--- config.mk ---
export PLATFORM = sky130hd
export DESIGN_NAME = result_drainer
export DESIGN_NICKNAME = d
export VERILOG_FILES = /design/src/rtl/mm_pkg.sv /design/src/rtl/row_regfile.sv /design/src/rtl/result_drainer.sv
export SDC_FILE = /design/constraint.sdc
export NUM_CORES = 1
export LEC_CHECK = 0
export ABC_CLOCK_PERIOD_IN_PS = 11800
export CORE_UTILIZATION = 40
export DETAILED_ROUTE_END_ITERATION = 10
export GPL_TIMING_DRIVEN = 1
export RECOVER_POWER = 50
export SETUP_SLACK_MARGIN = 0.3
export SYNTH_ARGS = -nofsm -noshare
export SYNTH_HDL_FRONTEND = slang
export SYNTH_HIERARCHICAL = 1
export SYNTH_SLANG_ARGS = --single-unit
--- constraint.sdc ---
create_clock -name clk -period 11.8 [get_ports clk]
set_input_delay 1.77 -clock clk [delete_from_list [all_inputs] [get_ports clk]]
set_output_delay 1.77 -clock clk [all_outputs]
set_load 0.01 [all_outputs]
--- src/rtl/mm_pkg.sv ---
// Shared matrix-multiply types for the result drainer.
// Provides the signed element type, array edge length, row type and the
// drainer phase encoding.
// Optional build macro used by result_drainer: DRAINER_RELU_EN.
package mm_pkg;

  localparam int unsigned SYS_ARRAY_LEN = 8;
  localparam int unsigned NUMBER_W      = 16;

  typedef logic signed [NUMBER_W-1:0] NUMBER;

  typedef NUMBER Row [SYS_ARRAY_LEN];

  typedef enum logic {
    Drainer_Collect = 1'b0,
    Drainer_Serve   = 1'b1
  } DrainerState;

endpackage

--- src/rtl/row_regfile.sv ---
// Row-wide register file: DEPTH rows of WIDTH bits, one write port and one
// registered read port.
// Ports:
//   clk, rst_n    clock, asynchronous active-low reset (read regs only)
//   we/waddr/wdata  synchronous row write
//   rd_en/raddr   read request; answered on the next cycle
//   rdata/rvalid  registered read data and its one-cycle valid pulse
module row_regfile
  import mm_pkg::*;
#(
  parameter int unsigned DEPTH  = SYS_ARRAY_LEN,
  parameter int unsigned WIDTH  = SYS_ARRAY_LEN * NUMBER_W,
  parameter int unsigned ADDR_W = $clog2(DEPTH)
) (
  input  logic              clk,
  input  logic              rst_n,
  input  logic              we,
  input  logic [ADDR_W-1:0] waddr,
  input  logic [WIDTH-1:0]  wdata,
  input  logic              rd_en,
  input  logic [ADDR_W-1:0] raddr,
  output logic [WIDTH-1:0]  rdata,
  output logic              rvalid
);

  logic [WIDTH-1:0] mem [DEPTH];

  // Storage is intentionally not reset.
  always_ff @(posedge clk) begin
    if (we) begin
      mem[waddr] <= wdata;
    end
  end

  // Out-of-range addresses (non-power-of-two depth) read as zero.
  always_ff @(posedge clk or negedge rst_n) begin
    if (!rst_n) begin
      rdata  <= '0;
      rvalid <= 1'b0;
    end else begin
      rvalid <= rd_en;
      if (rd_en) begin
        rdata <= (32'(raddr) < DEPTH) ? mem[raddr] : '0;
      end
    end
  end

endmodule

--- src/rtl/result_drainer.sv ---
// Result drainer: captures LEN deskewed result rows from the systolic array
// (COLLECT), then serves them to the bus one row per read (SERVE) until
// cleared.
// Optional build macro: DRAINER_RELU_EN clamps negative elements to zero
// on capture.
// Ports:
//   clk, rst_n          clock, asynchronous active-low reset
//   in_valid/in_ready   row handshake from the deskew stage
//   data_in             one result row, element j at [j*DATA_W +: DATA_W]
//   cs/rd_en/raddr      bus read request
//   rdata/rvalid        registered read response, 1-cycle latency
//   result_ready        full matrix captured and readable
//   clear               release buffer, return to COLLECT
//   overflow            sticky: row offered while not ready
module result_drainer
  import mm_pkg::*;
#(
  parameter int unsigned LEN    = SYS_ARRAY_LEN,
  parameter int unsigned DATA_W = NUMBER_W,
  parameter int unsigned ADDR_W = $clog2(LEN)
) (
  input  logic                  clk,
  input  logic                  rst_n,
  input  logic                  in_valid,
  output logic                  in_ready,
  input  logic [LEN*DATA_W-1:0] data_in,
  input  logic                  cs,
  input  logic                  rd_en,
  input  logic [ADDR_W-1:0]     raddr,
  output logic [LEN*DATA_W-1:0] rdata,
  output logic                  rvalid,
  output logic                  result_ready,
  input  logic                  clear,
  output logic                  overflow
);

  localparam logic [ADDR_W-1:0] LAST_ROW = ADDR_W'(LEN - 1);

  DrainerState           state;
  logic [ADDR_W-1:0]     wr_ptr;
  logic [LEN*DATA_W-1:0] capture_row;
  logic                  row_we;
  logic                  row_rd;

  // Element clamp on the capture path (sign bit test only, no extra stage).
  always_comb begin
    capture_row = data_in;
`ifdef DRAINER_RELU_EN
    for (int j = 0; j < int'(LEN); j++) begin
      if (data_in[j*DATA_W + DATA_W - 1]) begin
        capture_row[j*DATA_W +: DATA_W] = '0;
      end
    end
`endif
  end

  // clear beats a simultaneous row; reads are only honoured while serving.
  assign row_we = (state == Drainer_Collect) && in_valid && !clear;
  assign row_rd = (state == Drainer_Serve) && cs && rd_en;

  // Phase FSM, write pointer and status flags.
  always_ff @(posedge clk or negedge rst_n) begin
    if (!rst_n) begin
      state        <= Drainer_Collect;
      wr_ptr       <= '0;
      in_ready     <= 1'b1;
      result_ready <= 1'b0;
      overflow     <= 1'b0;
    end else begin
      if (in_valid && !in_ready) begin
        overflow <= 1'b1;
      end
      case (state)
        Drainer_Collect: begin
          if (clear) begin
            wr_ptr <= '0;
          end else if (in_valid) begin
            if (wr_ptr == LAST_ROW) begin
              state        <= Drainer_Serve;
              wr_ptr       <= '0;
              in_ready     <= 1'b0;
              result_ready <= 1'b1;
            end else begin
              wr_ptr <= wr_ptr + ADDR_W'(1);
            end
          end
        end
        Drainer_Serve: begin
          if (clear) begin
            state        <= Drainer_Collect;
            wr_ptr       <= '0;
            in_ready     <= 1'b1;
            result_ready <= 1'b0;
          end
        end
        default: begin
          state <= Drainer_Collect;
        end
      endcase
    end
  end

  row_regfile #(
    .DEPTH  (LEN),
    .WIDTH  (LEN * DATA_W),
    .ADDR_W (ADDR_W)
  ) u_buf (
    .clk    (clk),
    .rst_n  (rst_n),
    .we     (row_we),
    .waddr  (wr_ptr),
    .wdata  (capture_row),
    .rd_en  (row_rd),
    .raddr  (raddr),
    .rdata  (rdata),
    .rvalid (rvalid)
  );

endmodule

# Yosys cells after proc, flatten, opt, wreduce, memory -nomap -nowiden
# Memory sizes are Yosys's and may differ from the RTL's. A register that Yosys moved wholly into a read port is not among the register bits.
# Cells that the tools add are included.
# word_totals
register_bits	8
ram_bits	1024
inputBits	137
output_inout_bits	132
word_cells	47
memories	1
# classes
n_addsub	1
eq_ne	6
mux	22
bitwise_logic	1
n_reduce_logical	10
# mem_list
name	depth	width	rd	rd_ports_with_merged_regs	write_ports	line	text
u_buf.mem	8	128	1	1	1	row_regfile.sv:26	logic [WIDTH-1:0] mem [DEPTH];
# ops
operator	n
$mux W1	14
$mux W3	4
$ne A2 B2 Y1 const B	3
$pmux W1 S2	3
$pmux W3 S2	1
$logic_and A1 B1 Y1	5
$reduce_and A4 Y1	1
$add A3 B1 Y3 const B	1
$eq A3 B3 Y1 const B	1
$logic_not A1 Y1	3
$ne A3 B3 Y1 const B	1
$ne A2 B1 Y1 const B	1
$reduce_and A2 Y1	1
$not A1 Y1	1

# Logic depth before layout (Yosys ltp)
# logic_depth
depth_word	5
mapped_depth	7
depth_no_buf	5

# Cells and area by module
# Netlist, hierarchy kept.
# modules_own_cells
module	n_inst	cells_each	area_each_um2
row_regfile	1	2490	44556.5
result_drainer	1	31	330.3

# Worst setup path before layout
# No wires, ideal clock.
# synth_path
kind	input port to flip-flop
start	in clear
end	mem u_buf/mem[0][0] (netlist bit), enable pin
t_arrival_ns	10.817
required_ns	11.028
path_slack_ns	0.211
cell_stages	4
n_path_buf	1
cell_sequence	clkbuf_1 nor2_1 nand2b_1 nor3_1
# synth_via
elab_chain_len	4
# synth_lines
element	line	text
start, declared	result_drainer.sv:33	input logic clear,
$logic_not A1 Y1	result_drainer.sv:58	assign row_we = (state == Drainer_Collect) && in_valid && !clear;
$logic_and A1 B1 Y1	result_drainer.sv:58	
named net row_we	result_drainer.sv:42	logic row_we;
$mux W1	row_regfile.sv:30	if (we) begin
$mux W1 (implied by the code)	row_regfile.sv:31	mem[waddr] <= wdata;
end, declared	row_regfile.sv:26	
# The timed path passes the listed nets, and every way through them passes these cells.

# Worst setup path after layout
# layout_path
start	in cs
end	reg u_buf.rdata[34] (read register of u_buf.mem)
# layout_via
elab_chain_len	2
# layout_lines
element	line	text
start, declared	result_drainer.sv:27	input logic cs,
$logic_and A1 B1 Y1 (2 in a row)	result_drainer.sv:59	assign row_rd = (state == Drainer_Serve) && cs && rd_en;
named net row_rd	result_drainer.sv:43	logic row_rd;
end, declared	row_regfile.sv:22	output logic [WIDTH-1:0] rdata,
# The timed path passes the listed nets, and every way through them passes these cells.
# A chain may end at the register's enable or synchronous reset.

==> results.tsv <==
stage	metric	value	unit
cells_and_area	synthToLayoutAreaGrowth	17.3	%
floorplan	die_height	337	um
sta	tightest_slew	4.84	ns
floorplan	design.core.area	111000	um^2
job	drv_cap	8	
synth	synth_fp_nets	2660	
sta	rsz0062_at_grt	no	
clock_tree	htreeDepth	3	
clock_tree	cts_resized	0	
cells_and_area	final_layout_size_suffix_gt1_share	7.57	%
route	ant_nets	0	
floorplan	start_util	40.4	%
clock_tree	clk_latency	0.70	ns
sta	fin_ws	5.43	ns
route	routed_wl	110000	um
synth	syn_area	44900	um^2
synth	yosys_warnings	6	
route	drc	0	
global_routing	grt_use_total	19.3	%
global_routing	grt_pass1_vias	24700	
clock_tree	post-cts-setup-buffers	0	
floorplan	die_w	337	um
clock_tree	cts_buffers	119	
global_routing	grt_start_max_net_pins	149	
synth	synth_edf_count	1024	
sta	clock_skew	0.0205	ns
synth	yosysUniqueCellTypes	31	
power_and_ir_drop	power	8.56	mW
route	wire_per_inst	25.0	um
min_path	hold_depth	1	
synth	synthFlopType	edfxtp_1	
cells_and_area	instances_no_fill	4378	
route	viasPerCell	5.43	
setup_path	endpoint_kind	register	
synth	synth_async_sr_flop_share	11.7	%
setup_path	crit_arrival	6.94	ns
route	dr.first_iter.drc_count	1656	
placement	dp_hpwl	53500	um
clock_tree	cts_sinks	1160	
sta	slew_violations	239	
route	drt_first_pass_iters	5	
power_and_ir_drop	p_leak	19.6	nW
clock_tree	clkTransAtPathRegs	0.06	ns
floorplan	die_area	114000	um^2
setup_path	r2r_cells	5	
setup_path	crit_required	12.38	ns
cells_and_area	final_util	47.5	%
global_routing	grt-ovfl-total	0	
clock_tree	cts_max_path_buffers	3	
setup_path	regToRegSetupSlack	6.46	ns
placement	post-place-cells	4140	
route	vias	23800	
sta	report.final.setup_viol	0	
global_routing	antenna_found_initial	48	
outcome	run_status	complete, but fails checks	
clock_tree	cts_tree	yes	
synth	syn_avg_cell_area	17.8	um^2
sta	fin_crit_sh	54.0	%
outcome	violations	max-capacitance violations, max-slew violations	
setup_path	path_max_fanout	68	
sta	clock.fmax	157	MHz
placement	place_ws	6.78	ns
sta	finalHoldViolations	0	
placement	gp_congestion	0.725	
cells_and_area	mostFrequentLayoutCell	edfxtp_1	
sta	fin_hold_ws	0.462	ns
cells_and_area	nets	2912	
floorplan	rows	122	
power_and_ir_drop	vdd_drop_max	0.000131	V
global_routing	grt_pass1_wl	162000	um
synth	synth_cells	2521	
setup_path	path_class	input port to register	
power_and_ir_drop	p_per_area	162	nW/um^2
min_path	hold_class	register to register	
clock_tree	cts_hold_buf	0	
sta	fin_setup_tns	0	ns
synth	seq_area_frac_synth	76.1	%
placement	io_buffer_count	268	
synth	ys_ff_latch	1160	
placement	placed_cell_area	48900	um^2
cells_and_area	final_cell_mix	edfxtp_1, mux2i_1, nor2b_1	
floorplan	ios	269	
sta	slew_headroom	-223	%
setup_path	start_kind	input port	
clock_tree	cts-root-buf	clkbuf_16	
cells_and_area	post-route-cell-area	52700	um^2
sta	finalCriticalPeriod	6.37	ns
[logic make-up (layout without fill, tap and decap cells)]
kind of cell | count (synthesis) | after routing | share of synthesized area [%]
buf+inv | 171 | 528 | 2.29
mux | 386 | 386 | 8.61
simple gates | 413 | 413 | 5.39
fa+ha+maj | 2 | 2 | 0.0557
compound gates | 389 | 389 | 7.56
other cells | 0 | 12 | 0
flops | 1160 | 1160 | 76.1
[critical path, cell delays in order]
cell and delay (ns):
clkdlybuf4s50_1 0.46, and3_4 0.64, clkbuf_1 2.64, buf_4 0.97, nor2b_1 0.13, a41o_1 0.23
[flip-flops by register name, summed over array words and instances, names as in the netlist]
name          flops
u_buf/mem      1024
u_buf/rdata     128
wr_ptr            3
in_ready          1
overflow          1
result_ready      1
state             1
u_buf/rvalid      1
[metal layers]
metal / vias up / routed length, um / global-route usage (%)
li1: 10500 / - / -
met1: 12300 / 47500 / 26.0
met5: - / 254 / 0
met4: 40 / 2160 / 5.10
met3: 215 / 7130 / 4.26
met2: 626 / 52600 / 31.5
[Yosys cell counts, types with 2 or more instances]
cell | n | share of area [%]
clkbuf_1 | 82 | 0.69
buf_2 | 28 | 0.31
a211o_1 | 128 | 2.5
dfrtp_1 | 135 | 7.5
buf_6 | 26 | 0.65
ha_1 | 2 | 0.056
nor3_1 | 3 | 0.033
nor2b_1 | 232 | 3.2
nand2_1 | 4 | 0.033
and2b_1 | 24 | 0.40
mux2i_1 | 386 | 8.6
buf_1 | 12 | 0.10
a41o_1 | 128 | 2.9
edfxtp_1 | 1024 | 69
nor2_1 | 13 | 0.11
clkbuf_4 | 9 | 0.15
buf_8 | 10 | 0.33
nand3_1 | 128 | 1.4
buf_4 | 3 | 0.050
a21oi_1 | 3 | 0.033
a22oi_1 | 128 | 2.1
nand2b_1 | 4 | 0.056
[power breakdown]
part	total, mW	switching (mW)	internal (mW)
logic	0.362	0.240	0.122
registers	4.53	0.0116	4.52
clock network	3.66	1.54	2.13
[final timing paths]
| check | from | end |
|---|---|---|
| worst max-delay path | cs | u_buf/rdata[34]$_DFFE_PN0P_ |
| worst min-delay path | overflow$_DFFE_PN0P_ | overflow$_DFFE_PN0P_ |
| worst max register to register | state$_DFF_PN0_ | u_buf/rdata[34]$_DFFE_PN0P_ |
| worst min register to register | overflow$_DFFE_PN0P_ | overflow$_DFFE_PN0P_ |
| max in group asynchronous | rst_n | u_buf/rdata[75]$_DFFE_PN0P_ |
| min in group asynchronous | rst_n | u_buf/rdata[9]$_DFFE_PN0P_ |
[final cells by class]
| type | instances | area (um^2) |
|---|---|---|
| antenna | 12 | 30.0 |
| clock buffer | 179 | 3460 |
| clock inverter | 47 | 393 |
| fill | 9301 | 58300 |
| inverter | 1 | 3.75 |
| multi-input combinational | 1190 | 9730 |
| sequential | 1160 | 34200 |
| tap | 1488 | 1860 |
| timing repair buffer | 301 | 3040 |
Power figures use the tool's default switching activity.
